## src/rtl/bp_pkg.sv

```systemverilog
// Shared types and helpers for the branch predictor: direction-counter encoding
// and BTB index/tag extraction.
package bp_pkg;

  typedef enum logic [1:0] {
    CTR_SNT = 2'b00,
    CTR_WNT = 2'b01,
    CTR_WT  = 2'b10,
    CTR_ST  = 2'b11
  } ctr_t;

  localparam ctr_t CTR_RESET = CTR_WNT;
  localparam ctr_t CTR_ALLOC = CTR_WT;

  function automatic logic ctr_taken(input ctr_t c);
    return (c == CTR_WT) || (c == CTR_ST);
  endfunction

  function automatic int unsigned bp_idx_w(input int unsigned entries);
    return $clog2(entries);
  endfunction

  function automatic int unsigned bp_tag_w(input int unsigned size, input int unsigned entries);
    return size - $clog2(entries) - 2;
  endfunction

  // Callers zero-extend the PC to 64 bits and truncate the result to IDX/TAG width.
  function automatic logic [63:0] bp_index(input logic [63:0] pc, input int unsigned idx_w);
    return (pc >> 2) & ((64'd1 << idx_w) - 64'd1);
  endfunction

  function automatic logic [63:0] bp_tag(input logic [63:0] pc, input int unsigned idx_w);
    return pc >> (idx_w + 2);
  endfunction

endpackage

```

## src/rtl/bp_sat_counter.sv

```systemverilog
// Next-state logic for a 2-bit saturating direction counter.
module bp_sat_counter
  import bp_pkg::*;
(
  input  ctr_t ctr_i,
  input  logic taken_i,
  output ctr_t ctr_o
);

  always_comb begin
    ctr_o = ctr_i;
    case (ctr_i)
      CTR_SNT: ctr_o = taken_i ? CTR_WNT : CTR_SNT;
      CTR_WNT: ctr_o = taken_i ? CTR_WT  : CTR_SNT;
      CTR_WT:  ctr_o = taken_i ? CTR_ST  : CTR_WNT;
      CTR_ST:  ctr_o = taken_i ? CTR_ST  : CTR_WT;
      default: ctr_o = CTR_RESET;
    endcase
  end

endmodule

```

## src/rtl/branch_predictor.sv

```systemverilog
// Direct-mapped BTB with 2-bit direction counters: same-cycle lookup for fetch,
// training from execute's resolved-branch channel, plus branch/mispredict statistics.
module branch_predictor
  import bp_pkg::*;
#(
  parameter int unsigned SIZE    = 32,
  parameter int unsigned ENTRIES = 64
) (
  input  logic            clk,
  input  logic            reset,
  input  logic            fetch_valid_i,
  input  logic [SIZE-1:0] fetch_pc_i,
  output logic            predict_taken_o,
  output logic [SIZE-1:0] predict_target_o,
  input  logic            update_valid_i,
  input  logic [SIZE-1:0] update_pc_i,
  input  logic            update_taken_i,
  input  logic [SIZE-1:0] update_target_i,
  input  logic            misprediction_i,
  output logic [31:0]     branch_count_o,
  output logic [31:0]     mispredict_count_o
);

  localparam int unsigned IDX = bp_idx_w(ENTRIES);
  localparam int unsigned TAG = bp_tag_w(SIZE, ENTRIES);
  localparam int unsigned TGT = SIZE - 2;

  typedef struct packed {
    logic           valid;
    logic [TAG-1:0] tag;
    logic [TGT-1:0] target;
    ctr_t           ctr;
  } btb_entry_t;

  logic           valid_q [ENTRIES];
  ctr_t           ctr_q   [ENTRIES];
  logic [TAG-1:0] tag_q   [ENTRIES];
  logic [TGT-1:0] tgt_q   [ENTRIES];

  logic [31:0] branch_cnt_q, branch_cnt_d;
  logic [31:0] mispredict_cnt_q, mispredict_cnt_d;

  logic [IDX-1:0] f_idx, u_idx;
  logic [TAG-1:0] f_tag, u_tag;
  btb_entry_t     f_ent, u_ent;
  logic           f_hit, u_hit;
  logic           alloc_en, hit_upd_en;
  ctr_t           ctr_next;
  logic           unused_bits;

  assign f_idx = IDX'(bp_index(64'(fetch_pc_i), IDX));
  assign f_tag = TAG'(bp_tag(64'(fetch_pc_i), IDX));
  assign u_idx = IDX'(bp_index(64'(update_pc_i), IDX));
  assign u_tag = TAG'(bp_tag(64'(update_pc_i), IDX));
  assign unused_bits = ^update_target_i[1:0];

  always_comb begin
    f_ent = '{valid: valid_q[f_idx], tag: tag_q[f_idx], target: tgt_q[f_idx], ctr: ctr_q[f_idx]};
    u_ent = '{valid: valid_q[u_idx], tag: tag_q[u_idx], target: tgt_q[u_idx], ctr: ctr_q[u_idx]};
    f_hit = fetch_valid_i & f_ent.valid & (f_ent.tag == f_tag);
    u_hit = u_ent.valid & (u_ent.tag == u_tag);
    predict_taken_o  = f_hit & ctr_taken(f_ent.ctr);
    predict_target_o = predict_taken_o ? {f_ent.target, 2'b00} : '0;
    alloc_en   = update_valid_i & ~u_hit & update_taken_i;
    hit_upd_en = update_valid_i & u_hit;
  end

  bp_sat_counter u_sat_counter (
    .ctr_i   (u_ent.ctr),
    .taken_i (update_taken_i),
    .ctr_o   (ctr_next)
  );

  always_ff @(posedge clk or negedge reset) begin
    if (!reset) begin
      for (int unsigned i = 0; i < ENTRIES; i++) begin
        valid_q[i] <= 1'b0;
        ctr_q[i]   <= CTR_RESET;
      end
    end else if (alloc_en) begin
      valid_q[u_idx] <= 1'b1;
      ctr_q[u_idx]   <= CTR_ALLOC;
    end else if (hit_upd_en) begin
      ctr_q[u_idx] <= ctr_next;
    end
  end

  // Tag/target carry no reset; valid gating makes their post-reset contents irrelevant.
  always_ff @(posedge clk) begin
    if (alloc_en) begin
      tag_q[u_idx] <= u_tag;
    end
    if (alloc_en || (hit_upd_en && update_taken_i)) begin
      tgt_q[u_idx] <= update_target_i[SIZE-1:2];
    end
  end

  always_comb begin
    branch_cnt_d     = branch_cnt_q + 32'(update_valid_i);
    mispredict_cnt_d = mispredict_cnt_q + 32'(update_valid_i & misprediction_i);
  end

  always_ff @(posedge clk or negedge reset) begin
    if (!reset) begin
      branch_cnt_q     <= '0;
      mispredict_cnt_q <= '0;
    end else begin
      branch_cnt_q     <= branch_cnt_d;
      mispredict_cnt_q <= mispredict_cnt_d;
    end
  end

  assign branch_count_o     = branch_cnt_q;
  assign mispredict_count_o = mispredict_cnt_q;

endmodule
```

## config.mk

```make
export PLATFORM = sky130hd
export DESIGN_NAME = branch_predictor
export DESIGN_NICKNAME = d
export VERILOG_FILES = /design/src/rtl/bp_pkg.sv /design/src/rtl/bp_sat_counter.sv /design/src/rtl/branch_predictor.sv
export SDC_FILE = /design/constraint.sdc
export NUM_CORES = 2
export LEC_CHECK = 0
export CAP_MARGIN = 15
export CELL_PAD_IN_SITES_DETAIL_PLACEMENT = 2
export CELL_PAD_IN_SITES_GLOBAL_PLACEMENT = 2
export CORE_UTILIZATION = 46
export CTS_CLUSTER_SIZE = 28
export DETAILED_ROUTE_END_ITERATION = 10
export DONT_BUFFER_PORTS = 1
export PLACE_DENSITY = 0.82
export RECOVER_POWER = 50
export SLEW_MARGIN = 40
export SYNTH_ARGS = -nofsm -noshare
export SYNTH_HDL_FRONTEND = slang
export SYNTH_SLANG_ARGS = --single-unit
```

## constraint.sdc

```tcl
create_clock -name clk -period 6.6 [get_ports clk]
set_clock_uncertainty 0.05 [all_clocks]
set_input_delay 1.65 -clock clk [delete_from_list [all_inputs] [get_ports clk]]
set_output_delay 1.65 -clock clk [all_outputs]
set_load 0.1 [all_outputs]
```

==> results.cfg, run 1 <==
[run_status]
status = aborted with a tool error
stop_stage = 3_5_place_dp
error_line = [ERROR DPL-0033] detailed placement checks failed during check placement.

[yosys]
synth-edff-count = 3456
ys_seq_area_share_pct = 69.9
yosysUniqueCellTypes = 86
netlist_instances = 7790
ys.flop_type = edfxtp_1
synth_area_sq_um = 158000
synth-async-reset-ratio_pct = 6.90
yosysWarnings = 0
ys_ff_latch = 3712
avgSynthCellArea_sq_um = 20.2

[placement]
dp.final_hpwl_mm = 433
place_congestion = 0.918
port_buffers = 0

[die]
ioPinCount = 199
row_count = 214
die_y_microns = 588
dieWidth_microns = 588
initial_core_util_pct = 46.3
cell usage after synthesis, types with 49 or more instances:
cell type | n | area [sq um]
nand3_1 | 137 | 686
buf_4 | 62 | 465
nor3_1 | 60 | 300
a21oi_1 | 75 | 375
a22oi_1 | 127 | 953
or2_2 | 55 | 344
mux2_2 | 147 | 1660
buf_1 | 55 | 206
and3_1 | 49 | 307
clkbuf_1 | 259 | 972
dfstp_2 | 64 | 1680
nand2_1 | 152 | 571
mux2i_1 | 273 | 2730
o22ai_1 | 83 | 519
o21ai_0 | 131 | 656
xnor2_1 | 79 | 692
a221oi_1 | 154 | 1350
mux4_2 | 1273 | 28700
dfrtp_1 | 192 | 4800
buf_2 | 170 | 851
edfxtp_1 | 3456 | 104000
o31ai_1 | 54 | 405
nor2_1 | 177 | 664
through the flow:
stage | area, sq um | setup WS (ns) | hold slack (ns) | TNS, ns
floorplan | 158000 | -0.316 | 0.400 | -3.17
global placement | 168000 | -3.16 | 0.426 | -89.71
kinds of logic after synthesis:
family	synth area share, %
compound gates	3.79
xor+xnor	0.583
fa+ha+maj	0.0381
buf+inv	1.91
flops	69.9
mux	21.1
other cells	0.00238
simple gates	2.71
==> inputs of run 2 (changes only) <==
--- a/config.mk
+++ b/config.mk
@@ -6,13 +6,10 @@
 export NUM_CORES = 2
 export LEC_CHECK = 0
 export CAP_MARGIN = 15
-export CELL_PAD_IN_SITES_DETAIL_PLACEMENT = 2
-export CELL_PAD_IN_SITES_GLOBAL_PLACEMENT = 2
-export CORE_UTILIZATION = 46
-export CTS_CLUSTER_SIZE = 28
+export CORE_UTILIZATION = 40
 export DETAILED_ROUTE_END_ITERATION = 10
 export DONT_BUFFER_PORTS = 1
-export PLACE_DENSITY = 0.82
+export PLACE_DENSITY_LB_ADDON = 0.15
 export RECOVER_POWER = 50
 export SLEW_MARGIN = 40
 export SYNTH_ARGS = -nofsm -noshare
==> constraint.sdc (replaced) <==
create_clock -name clk -period 8.6 [get_ports clk]
set_clock_uncertainty 0.05 [all_clocks]
set_input_delay 2.15 -clock clk [delete_from_list [all_inputs] [get_ports clk]]
set_output_delay 2.15 -clock clk [all_outputs]
set_load 0.1 [all_outputs]
==> run 2 against run 1 <==
Compared with the run above:
- the run now ends clean
- synthesized cell count did not move
- synthesized area stayed put
==> results.cfg, run 2 <==
[clocking]
clock_sink_count = 3712
cts_tree = built
h-tree-depth = 5
clockBufferDepth = 4
clock_latency_ns = 0.99
postCtsHoldBufs = 0
clkTransAtPathRegs_ns = 0.06
cts-root-buf = clkbuf_16
cts_buffers = 403

[setup_path]
cp.arrival_ns = 6.38
start_kind = primary input
r2r-start = tag_q[59][3]$_DFFE_PP_
crit_type = primary input to output pin
crit_fanout = 56
end_kind = output pin
critPathRequiredTime_ns = 6.40
rr_worst_depth = 12
setup.worst_path.start = fetch_pc_i[2]

[sta]
fin_crit_sh_pct = 99.8
fmax_ghz = 0.117
hold_viol_final = 0
slew_headroom_pct = 38.4
tightest_slew_ns = 0.924
fin_tns_setup_ns = 0
slew_viol_final = 0
hold_slack_ns = 0.445
rsz0062_at_grt = false
setup_slack_ns = 0.0189
layout_min_cycle_time_ns = 8.58
setup-violations-final = 0

[die]
dieArea_sq_um = 397000
core_sq_um = 393000
row_count = 230
die_y_microns = 630
ioPinCount = 199
dieWidth_microns = 630
initial_core_util_pct = 40.2

[yosys]
yosysWarnings = 0
ys_seq_area_share_pct = 69.9
synth-async-reset-ratio_pct = 6.90
synth_largest_area_cell = edfxtp_1
ys.flop_type = edfxtp_1
synth_area_leaders = edfxtp_1, mux4_2, dfrtp_1
avgSynthCellArea_sq_um = 20.2
synth.most_common_cell = edfxtp_1
yosysUniqueCellTypes = 86
netlist_instances = 7790
synth_area_sq_um = 158000
yosys-top-cells-count = edfxtp_1, mux4_2, mux2i_1
netlist.area_leader.share_pct = 65.8
synth-edff-count = 3456
ys_ff_latch = 3712

[route]
wl_met3_mm = 46.9
highest_layer = met5
ant_nets = 0
wl_mm = 545
first_pass_iters = 8
met2_length_mm = 260
via_per_inst = 6.40
drc = 0
drt_iter0_markers = 12400
avgRoutedWirePerCell_microns = 39.7
vias = 87900
met1_length_mm = 209

[global_route]
antenna_found_initial = 33
grt_pass1_vias = 88400
grt_pass1_wl_mm = 743
track_usage_pct = 27.0
grt_max_degree = 483
grt_overflow = 0

[finish]
largest_reg_flops = 1920
top_register = tgt_q
final_nets = 8246
final_common_cell = edfxtp_1
final_cell_mix = edfxtp_1, mux4_2, clkbuf_16
largest_registers = tgt_q x1920, tag_q x1536, ctr_q x128
utilization_pct = 46.5
drive_above_1_share_pct = 34.3
syn_to_final_growth_pct = 15.6

[placement]
place_congestion = 0.872
dp_slack_ns = -2.01
port_buffers = 0
dp.final_hpwl_mm = 308

[worst_hold_path]
min_path_type = register to register
hp-start = valid_q[5]$_DFFE_PN0N_
whs_path_depth = 1

[power]
peakVddDrop_v = 0.000159
p_leak_nw = 58.4
power.total_mw = 39.9
p_per_area_nw_per_um2 = 219

[job]
maxCapViolCount = 0

[run_status]
status = completed
run 2: cell counts after synthesis:
No cell type changed its count.
run 2: routing by layer:
layer	global-route usage [%]	up-vias
met1	35.7	47600
met2	43.5	5064
li1	-	34000
met4	12.7	20
met3	5.06	1172
met5	0	-
run 2: worst paths after layout:
check                                               end  slack [ns]
max                                 predict_target_o[2]        0.02
min                              valid_q[5]$_DFFE_PN0N_        0.44
max reg2reg                     tag_q[56][15]$_DFFE_PP_        3.53
min reg2reg                      valid_q[5]$_DFFE_PN0N_        0.44
max in group asynchronous  branch_count_o[16]$_DFF_PN0_        6.85
min in group asynchronous       valid_q[46]$_DFFE_PN0N_        0.83
run 2: final cells by class:
cell class,count,area (sq um)
clock buffers,526,10900
diodes,20,50.0
clock inverters,218,2000
repair buffers,526,6910
multi-input cells,3469,45500
inverters,28,110
fillers,32600,210000
well taps,5220,6530
flip-flops and latches,3712,110000
run 2: timing repair:
| item | CTS | global route |
|---|---|---|
| pin swaps | 2 | 1 |
| gates cloned | 27 | 5 |
| setup buffers | 11 | 7 |
| hold endpoints to repair | 0 | 0 |
| resized for setup | 10 | 2 |
| endpoints found under the setup margin | 31 | 30 |
run 2: kinds of logic (layout without fill, tap and decap cells):
group	count (synthesis)	after routing	share of synthesized area (%)
buffers and inverters	610	1298	1.91
adders and majority gates	5	5	0.0381
other	1	22	0.00238
DFF	3712	3712	69.9
and+or+nand+nor	828	828	2.71
AOI/OAI and AO/OA	823	823	3.79
xor gates and xnor gates	105	105	0.583
muxes	1706	1706	21.1
run 2: metrics by stage:
step	cell area, sq um	cells
6_report	182000	13700
5_1_grt	182000	13700
4_1_cts	182000	13700
3_5_place_dp	168000	12900
3_3_place_gp	167000	12900
2_1_floorplan	158000	7791
run 2: power by group:
part	switching [mW]	total, mW	internal (mW)
logic	1.27	2.41	1.14
clock network	7.26	17.2	9.90
registers	0.359	20.3	19.9
run 2: worst max-delay path: stages:
cell and delay, ns:
buf_16 0.15, buf_16 0.14, bufbuf_16 0.35, mux4_2 0.52, mux4_2 0.53, mux2_2 0.30
nand2_1 0.08, o21ai_0 0.14, xnor2_1 0.25, nand4_1 0.12, buf_4 0.19, nor2_1 0.19
nand4_1 0.12, buf_6 0.20, buf_12 0.17, a211oi_4 0.40, buf_12 0.24
(Power assumes the default switching activity.)
==> patch: new RTL, flow settings as in run 2 <==
Change the parameter `SIZE` from 32 to 16.
--- a/src/rtl/branch_predictor.sv
+++ b/src/rtl/branch_predictor.sv
@@ -5,3 +5,3 @@
 #(
-  parameter int unsigned SIZE    = 32,
+  parameter int unsigned SIZE    = 16,
   parameter int unsigned ENTRIES = 64
Interface: changed (resized fetch_pc_i, predict_target_o, update_pc_i and update_target_i); port bits go from 199 to 135. The function was not compared with the original's and may differ.
==> patch against run 2 <==
- the run now ends with design-rule violations left
- highest routed layer is now met4
- core utilization shrank 0.54 points
- wire length shrank 62%
- final area shrank 56%
- count of clock-buffer cells in the layout shrank 297
- power shrank 55%
- critical path type unchanged
- area after synthesis shrank 55%
- sequential cell count shrank 2048
- worst setup slack gained 0.26 ns
- sequential power shrank 54%
- clock power shrank 55%
- critical path depth shrank 8
==> patch: results (changes against run 2) <==
----------------------------------------------------
[Global route]
  Pin count of the biggest net entering global routing ... 417 (-14%)
  Global-route usage over all layers ... 22.9% (-4.1 points)
  Initial antenna violation count ... 8 (-76%)
  Wire length of the first global-routing pass ... 296,000 um (-60%)

[Place]
  Worst slack after detailed placement ... 0.813 ns (+2.82 ns)
  Routability cong. ... 0.868 (-0.47%)
  Half-perimeter wire length after detailed placement ... 123,000 um (-60%)
  Number of placed instances with taps included ... 6,055 (-53%)
  Placement Cell Area ... 0.0748 mm^2 (-56%)

[Run status]
  Violated checks ... design-rule violations
  Run status ... complete, but fails checks

[Synthesis]
  Post-Syn Area per Cell ... 18.7 um^2 (-7.8%)
  Post-synth EDFFs ... 1,408 (-59%)
  Fraction of synthesis flops using an asynchronous set or reset pin ... 15.4% (+8.5 points)
  Post-synth cell types ... 79 (-8.1%)
  Top cells by instance count after synthesis ... sky130_fd_sc_hd__edfxtp_1, sky130_fd_sc_hd__mux4_2, sky130_fd_sc_hd__dfrtp_1
  Cells taking the most area after synthesis ... sky130_fd_sc_hd__edfxtp_1, sky130_fd_sc_hd__mux4_2, sky130_fd_sc_hd__dfrtp_1
  Sequential cell area fraction in the yosys report ... 68.5% (-1.4 points)

[Clock network]
  Maximum level of the CTS H-tree ... 4 (-1)
  Number of sinks on the clock net ... 1,664 (-55%)
  Maximum clock path buffer count ... 3 (-1)
  CTS buffer count ... 181 (-55%)

[Setup path]
  Maximum fanout count along the critical path ... 72 (+29%)
  Critical R2R Launch ... tag_q[33][3]$_DFFE_PP_
  Critical path's largest stage delay ... 0.60 ns (+0.07 ns)
  Worst EP arrival ... 6.12 ns (-0.26 ns)
  Reg-to-reg slack, setup ... 3.67 ns (+0.14 ns)
  Reg2reg end ... ctr_q[98]$_DFFE_PN1P_

[Drt]
  Number of iterations in the first detailed-routing pass ... 9 (+1)
  Residual DRC count ... 2 (+2)
  Vias per Instance ... 6.05 (-5.5%)
  Number of design-rule violations left by the first detailed-router iteration ... 4,338 (-65%)
  Average wire per cell in the routed design ... 32.2 um (-19%)

[Final layout]
  Non-clock buffers, area share ... 2.36% (-1.4 points)
  Layout buffer count excluding clock buffers ... 199 (-62%)
  Number of combinational gates with multiple inputs ... 1,827 (-47%)
  Share of cell area taken by multi-input logic gates ... 26.2% (+1.3 points)
  N_diodes ... 6 (-70%)
  Proportion of cell area spent on the clock network ... 7.35% (+0.28 points)
  Clock buffer cells ... 229 (-56%)
  Final design instance area without fill ... 0.0811 mm^2 (-56%)
  Fill cells ... 15,187 (-53%)
  Non-filler instance count after layout ... 6,406 (-53%)

[Timing]
  Hold Slack ... 0.433 ns (-0.0116 ns)

[Floorplan]
  Area of the core ... 0.176 mm^2 (-55%)

[Pwr]
  Internal power of the cells ... 0.0139 W (-55%)
  Highest ir drop seen on vdd ... 0.000185 V (+17%)

----------------------------------------------------
-- patch: power groups by stage --
stage | logic [W] | clock network (W) | registers [W]
final | 0.00101 | 0.00776 | 0.00929
after global routing | 0.00107 | 0.00823 | 0.00930
after CTS | 0.000904 | 0.00793 | 0.00929
after detailed placement | 0.000902 | 0 | 0.00945
after global placement | 0.000894 | 0 | 0.00944
after floorplan | 0.000770 | 0 | 0.00939
-- patch: worst max-delay path by stage --
stage / from / endpoint / slack (ns)
2_1_floorplan: fetch_pc_i[2] / predict_target_o[10] / 0.11
3_3_place_gp: fetch_pc_i[2] / predict_target_o[2] / 0.78
3_5_place_dp: fetch_pc_i[2] / predict_target_o[2] / 0.81
4_1_cts: fetch_pc_i[2] / predict_target_o[2] / 0.78
5_1_grt: fetch_pc_i[2] / predict_target_o[6] / 0.05
6_report: fetch_pc_i[2] / predict_target_o[6] / 0.28
-- patch: critical path, delay by kind of cell --
kind	cells	cell delay, ns
simple gates	1	0.21
buf+inv	5	1.82
mux	3	1.71
-- patch: layer usage --
metal	routed length, um	up-vias	track usage [%]
met5	0	-	0
met4	5540	0	6.67
met3	12900	308	3.93
met2	102000	1416	37.6
met1	86000	21062	31.4
li1	-	15978	-
-- patch: kinds of logic after synthesis --
| group | after synthesis | share of synthesized area, % |
|---|---|---|
| other | 1 | 0.00527 |
| AO/OA/AOI/OAI | 406 | 4.39 |
| flip-flops | 1664 | 68.5 |
| buffers and inverters | 321 | 2.00 |
| adder cells (fa/ha/maj) | 6 | 0.0985 |
| AND/OR/NAND/NOR | 634 | 4.59 |
| XOR/XNOR | 75 | 0.923 |
| multiplexers | 704 | 19.4 |
-- patch: repair_timing --
item / in CTS / in global routing
buffers inserted: 0 / 0
endpoints found under the setup margin: 0 / 15
gates resized for setup: 0 / 1
